`src/rtl/core_ctrl_pkg.sv`:
```
// Shared types for the core sequencing controller.
package core_ctrl_pkg;

  typedef enum logic [2:0] {
    ST_IDLE  = 3'd0,
    ST_LOAD  = 3'd1,
    ST_COMP  = 3'd2,
    ST_OVLP  = 3'd3,
    ST_DRAIN = 3'd4,
    ST_FIN   = 3'd5
  } core_seq_state_t;

endpackage

```
`src/rtl/core_seq_ctrl.sv`:
```
// Task sequencer: walks tiles through load, compute and zout, overlapping
// the zout of tile i with the load of tile i+1.
module core_seq_ctrl #(
  parameter int TILE_W = 8
) (
  input  logic              clk,
  input  logic              rst_n,
  input  logic              cfg_valid,
  output logic              cfg_ready,
  input  logic [TILE_W-1:0] cfg_tile_num,
  input  logic [7:0]        cfg_store_depth,
  input  logic [4:0]        cfg_store_tapu_depth,
  output logic              load_start,
  output logic              comp_start,
  output logic              zout_start,
  input  logic              load_done,
  input  logic              comp_done,
  input  logic              zout_done,
  output logic [7:0]        store_depth,
  output logic [4:0]        store_tapu_depth,
  output logic [TILE_W-1:0] tile_idx,
  output logic              busy,
  output logic              task_done
);
  import core_ctrl_pkg::*;

  core_seq_state_t   r_state;
  core_seq_state_t   w_state_next;
  logic [TILE_W-1:0] r_tile_num;
  logic [TILE_W-1:0] r_tile_idx;
  logic [TILE_W-1:0] w_tile_idx_next;
  logic [7:0]        r_store_depth;
  logic [4:0]        r_store_tapu_depth;
  logic              r_load_seen;
  logic              r_zout_seen;
  logic              w_load_seen_next;
  logic              w_zout_seen_next;
  logic              r_load_start;
  logic              r_comp_start;
  logic              r_zout_start;
  logic              r_task_done;
  logic              w_accept;
  logic              w_enter;
  logic              w_load_any;
  logic              w_zout_any;

  assign w_accept   = (r_state == ST_IDLE) && cfg_valid;
  // A done counts in OVLP whether it was captured earlier or is live now.
  assign w_load_any = r_load_seen | load_done;
  assign w_zout_any = r_zout_seen | zout_done;

  always_comb begin
    w_state_next     = r_state;
    w_tile_idx_next  = r_tile_idx;
    w_load_seen_next = 1'b0;
    w_zout_seen_next = 1'b0;
    case (r_state)
      ST_IDLE:  if (cfg_valid) w_state_next = ST_LOAD;
      ST_LOAD:  if (load_done) w_state_next = ST_COMP;
      ST_COMP: begin
        if (comp_done) begin
          w_state_next = (r_tile_idx != r_tile_num) ? ST_OVLP : ST_DRAIN;
        end
      end
      ST_OVLP: begin
        if (w_load_any && w_zout_any) begin
          w_state_next    = ST_COMP;
          w_tile_idx_next = r_tile_idx + TILE_W'(1);
        end else begin
          w_load_seen_next = w_load_any;
          w_zout_seen_next = w_zout_any;
        end
      end
      ST_DRAIN: if (zout_done) w_state_next = ST_FIN;
      ST_FIN: begin
        w_state_next    = ST_IDLE;
        w_tile_idx_next = '0;
      end
      default: begin
        w_state_next    = ST_IDLE;
        w_tile_idx_next = '0;
      end
    endcase
  end

  // No state loops onto itself, so a state change marks a state entry.
  assign w_enter = (w_state_next != r_state);

  always_ff @(posedge clk) begin
    if (!rst_n) begin
      r_state            <= ST_IDLE;
      r_tile_num         <= '0;
      r_tile_idx         <= '0;
      r_store_depth      <= '0;
      r_store_tapu_depth <= '0;
      r_load_seen        <= 1'b0;
      r_zout_seen        <= 1'b0;
      r_load_start       <= 1'b0;
      r_comp_start       <= 1'b0;
      r_zout_start       <= 1'b0;
      r_task_done        <= 1'b0;
    end else begin
      r_state      <= w_state_next;
      r_tile_idx   <= w_tile_idx_next;
      r_load_seen  <= w_load_seen_next;
      r_zout_seen  <= w_zout_seen_next;
      r_load_start <= w_enter && ((w_state_next == ST_LOAD) || (w_state_next == ST_OVLP));
      r_comp_start <= w_enter && (w_state_next == ST_COMP);
      r_zout_start <= w_enter && ((w_state_next == ST_OVLP) || (w_state_next == ST_DRAIN));
      r_task_done  <= w_enter && (w_state_next == ST_FIN);
      if (w_accept) begin
        r_tile_num         <= cfg_tile_num;
        r_store_depth      <= cfg_store_depth;
        r_store_tapu_depth <= cfg_store_tapu_depth;
      end
    end
  end

  assign cfg_ready        = (r_state == ST_IDLE);
  assign busy             = (r_state != ST_IDLE);
  assign load_start       = r_load_start;
  assign comp_start       = r_comp_start;
  assign zout_start       = r_zout_start;
  assign task_done        = r_task_done;
  assign tile_idx         = r_tile_idx;
  assign store_depth      = r_store_depth;
  assign store_tapu_depth = r_store_tapu_depth;

endmodule

```
`config.mk`:
```
export PLATFORM = sky130hd
export DESIGN_NAME = core_seq_ctrl
export DESIGN_NICKNAME = d
export VERILOG_FILES = /design/src/rtl/core_ctrl_pkg.sv /design/src/rtl/core_seq_ctrl.sv
export SDC_FILE = /design/constraint.sdc
export NUM_CORES = 1
export LEC_CHECK = 0
export CORE_UTILIZATION = 49
export CTS_BUF_LIST = sky130_fd_sc_hd__clkbuf_8 sky130_fd_sc_hd__clkbuf_16
export DETAILED_ROUTE_END_ITERATION = 8
export PLACE_DENSITY = 0.84
export SLEW_MARGIN = 25
export SYNTH_ARGS = -nofsm -noshare
export SYNTH_HDL_FRONTEND = slang
export SYNTH_SLANG_ARGS = --single-unit
```
`constraint.sdc`:
```
create_clock -name clk -period 2.6 [get_ports clk]
set_input_delay 0.26 -clock clk [delete_from_list [all_inputs] [get_ports clk]]
set_output_delay 0.26 -clock clk [all_outputs]
set_load 0.02 [all_outputs]
```
==> impl_metrics.py <==
metrics = {
    "status": {
        "status": "complete, no violations",
    },
    "logic_synthesis": {
        "synth_warnings": 0,
        "synth_area_leaders": "dfxtp_1, nand2_1, a21boi_0",
        "postSynthAreaPerCell_um2": 8.89,
        "synth_cells": 190,
        "yosys.area.top_type": "dfxtp_1",
        "async_flop_share": 0,
        "synth_edf_count": 0,
        "synth-seq-area-share": 0.450,
        "ys_types": 40,
        "synth_flop_cell": "dfxtp_1",
        "syn_area_um2": 1690,
        "synth_top_area_frac": 0.450,
        "synth_nets": 218,
        "ys_ff_latch": 38,
    },
    "worst_setup_path": {
        "cp_max_fo": 11,
        "startpoint": "r_state[2]$_SDFF_PN0_",
        "worst_setup_path_start_kind": "register",
        "reg2reg_from": "r_state[0]$_SDFF_PN0_",
        "critPathKind": "register to output port",
        "worstPathArrival_ns": 1.66,
        "crit_required_ns": 2.34,
        "critPathCaptureType": "output port",
    },
    "final_layout": {
        "finish.utilization": 0.737,
        "nFillCells": 261,
        "drive_gt1_frac": 0.0744,
        "regArea_um2": 761,
        "multi_input_comb_area_um2": 847,
        "final_area_um2": 2320,
        "num_antenna_cells": 0,
        "fin_cells": 286,
        "syn2layout_area_growth_pct": 37.5,
        "fin_nets": 269,
    },
    "cts": {
        "clk_path_buf_depth": 2,
        "insertion_delay_ns": 0.29,
        "cts_root_buf": "clkbuf_8",
        "cts_tree": "yes",
        "cts_setup_buffers": 0,
        "h-tree-depth": 2,
        "cts.sinks": 38,
        "cts-resized-gates": 0,
        "cts_hold_buf": 0,
        "clk_pin_slew_ns": 0.07,
        "cts_made_buffers": 5,
    },
    "die": {
        "start_util": 0.536,
        "dieArea_um2": 3690,
        "dieHeight_um": 60.7,
        "num_rows": 20,
        "die_w_um": 60.7,
        "core_um2": 3150,
        "pin_count": 54,
    },
    "drt": {
        "wire_per_inst_um": 12.2,
        "ant_nets": 0,
        "wl_met3_um": 168,
        "viasPerCell": 5.05,
        "wl_met1_um": 1490,
        "firstDrtPassIters": 4,
        "drt_iter0_markers": 51,
        "top_layer_used": "met4",
        "via_count": 1444,
        "wl_um": 3480,
        "dr_wl_met2_um": 1810,
        "drc": 0,
    },
    "timing": {
        "setup_violations": 0,
        "finClkSkew_ns": 0.00377,
        "slew_viol_final": 0,
        "min_period_ns": 1.92,
        "fin_tns_setup_ns": 0,
        "slew_headroom": 0.515,
        "worst_pin_slew_ns": 0.728,
        "holdWs_ns": 0.459,
        "hold_violations": 0,
        "rsz0062_at_grt": "false",
        "fmax_ghz": 0.521,
        "fin_crit_sh": 0.739,
    },
    "placed_design": {
        "dpl-instance-area_um2": 2210,
        "dp_hpwl_um": 2490,
        "gp_congestion": 0.769,
        "numPortBuffers": 53,
        "dp.cells": 278,
    },
    "hold_path": {
        "hp-class": "register to register",
        "hold_start": "store_tapu_depth[1]$_SDFFE_PN0P_",
    },
    "pwr": {
        "ir_drop_mv": 0.450,
        "cellPowerDensity_nw_per_um2": 596,
        "power_leakage_nw": 0.855,
    },
    "global_route": {
        "grt_max_degree": 23,
        "grt_use_total": 0.224,
        "overflow": 0,
        "grt_antenna_before_repair": 0,
        "grt_pass1_wl_um": 6040,
        "first_global_vias": 1389,
    },
    "flow_run": {
        "cap_violations": 0,
    },
}
## path summary, 6_finish.rpt
| check | end | slack, ns | cells after the start |
|---|---|---|---|
| worst max register to register | store_depth[5]$_SDFFE_PN0P_ | 0.88 | 4 |
| worst min register to register | store_tapu_depth[1]$_SDFFE_PN0P_ | 0.46 | 2 |
| worst max-delay path | busy | 0.68 | 3 |
| worst min-delay path | store_tapu_depth[1]$_SDFFE_PN0P_ | 0.46 | 2 |
## layout by cell type (no fill, tap or decap), types with 2 or more instances in the layout
cell type        instances
nor4_1                   2
nand2_1                 48
and2_1                   3
clkdlybuf4s50_1         53
xnor2_1                  8
nand3_1                  4
o21ai_0                  5
dfxtp_1                 38
nand4_1                  3
a21boi_0                11
mux2i_1                  2
nor2b_1                  3
xor2_1                   5
nor2_1                  11
o2111ai_1                4
clkbuf_8                 8
a21boi_1                10
inv_1                    3
## sequential cells by signal, indices dropped and copies added (netlist names)
register          count
r_tile_num            8
store_tapu_depth      5
comp_start            1
tile_idx              8
task_done             1
zout_start            1
load_start            1
r_state               3
r_zout_seen           1
store_depth           8
r_load_seen           1
## Yosys cell counts, drive strengths merged, types with 2 or more instances
cell type / n
nand2: 48
dfxtp: 38
a21boi: 21
nor2: 11
xnor2: 8
o21ai: 7
clkbuf: 6
xor2: 5
buf: 4
nand3: 4
nor2b: 4
o2111ai: 4
and2: 3
inv: 3
nand4: 3
and3: 2
mux2i: 2
nor3: 2
nor4: 2
## final cells by class
cell class	count	share of cell area
clock buffer	8	0.0474
inverter	3	0.00485
multi-input combinational	139	0.365
tap	44	0.0237
sequential	38	0.328
timing repair buffer	54	0.232
## through the flow
stage / power [mW] / worst slack (ns)
floorplan: 0.827 / 1.26
global placement: 0.929 / 0.847
detailed placement: 0.934 / 0.829
CTS: 1.40 / 0.667
global route: 1.46 / 0.604
finish: 1.38 / 0.680
## critical path, stage by stage (launching register included)
cell and delay (ns):
dfxtp_1 0.63, nor3_4 0.08, inv_1 0.07, clkdlybuf4s50_1 0.59
## routing by layer
metal | GRT usage | up-vias
met1 | 0.258 | 663
met4 | 0.0877 | 0
met2 | 0.385 | 37
met5 | 0 | -
li1 | - | 742
met3 | 0.0746 | 2
## where the power goes
| group | internal [mW] | switching [mW] | total (mW) |
|---|---|---|---|
| clock | 0.268 | 0.196 | 0.464 |
| combinational | 0.136 | 0.135 | 0.271 |
| sequential | 0.618 | 0.0311 | 0.649 |
| total | 1.02 | 0.362 | 1.38 |
## cells by family (layout without fill, tap and decap cells)
family                   count (synthesis)  in the layout  synth area share
AND/OR/NAND/NOR                         84             84             0.231
AO/OA/AOI/OAI                           39             39             0.184
flip-flops                              38             38             0.450
XOR/XNOR                                13             13            0.0674
buffers and inverters                   13             65            0.0481
multiplexers                             2              2            0.0119
adder cells (fa/ha/maj)                  1              1           0.00741
(Power assumes the default switching activity.)
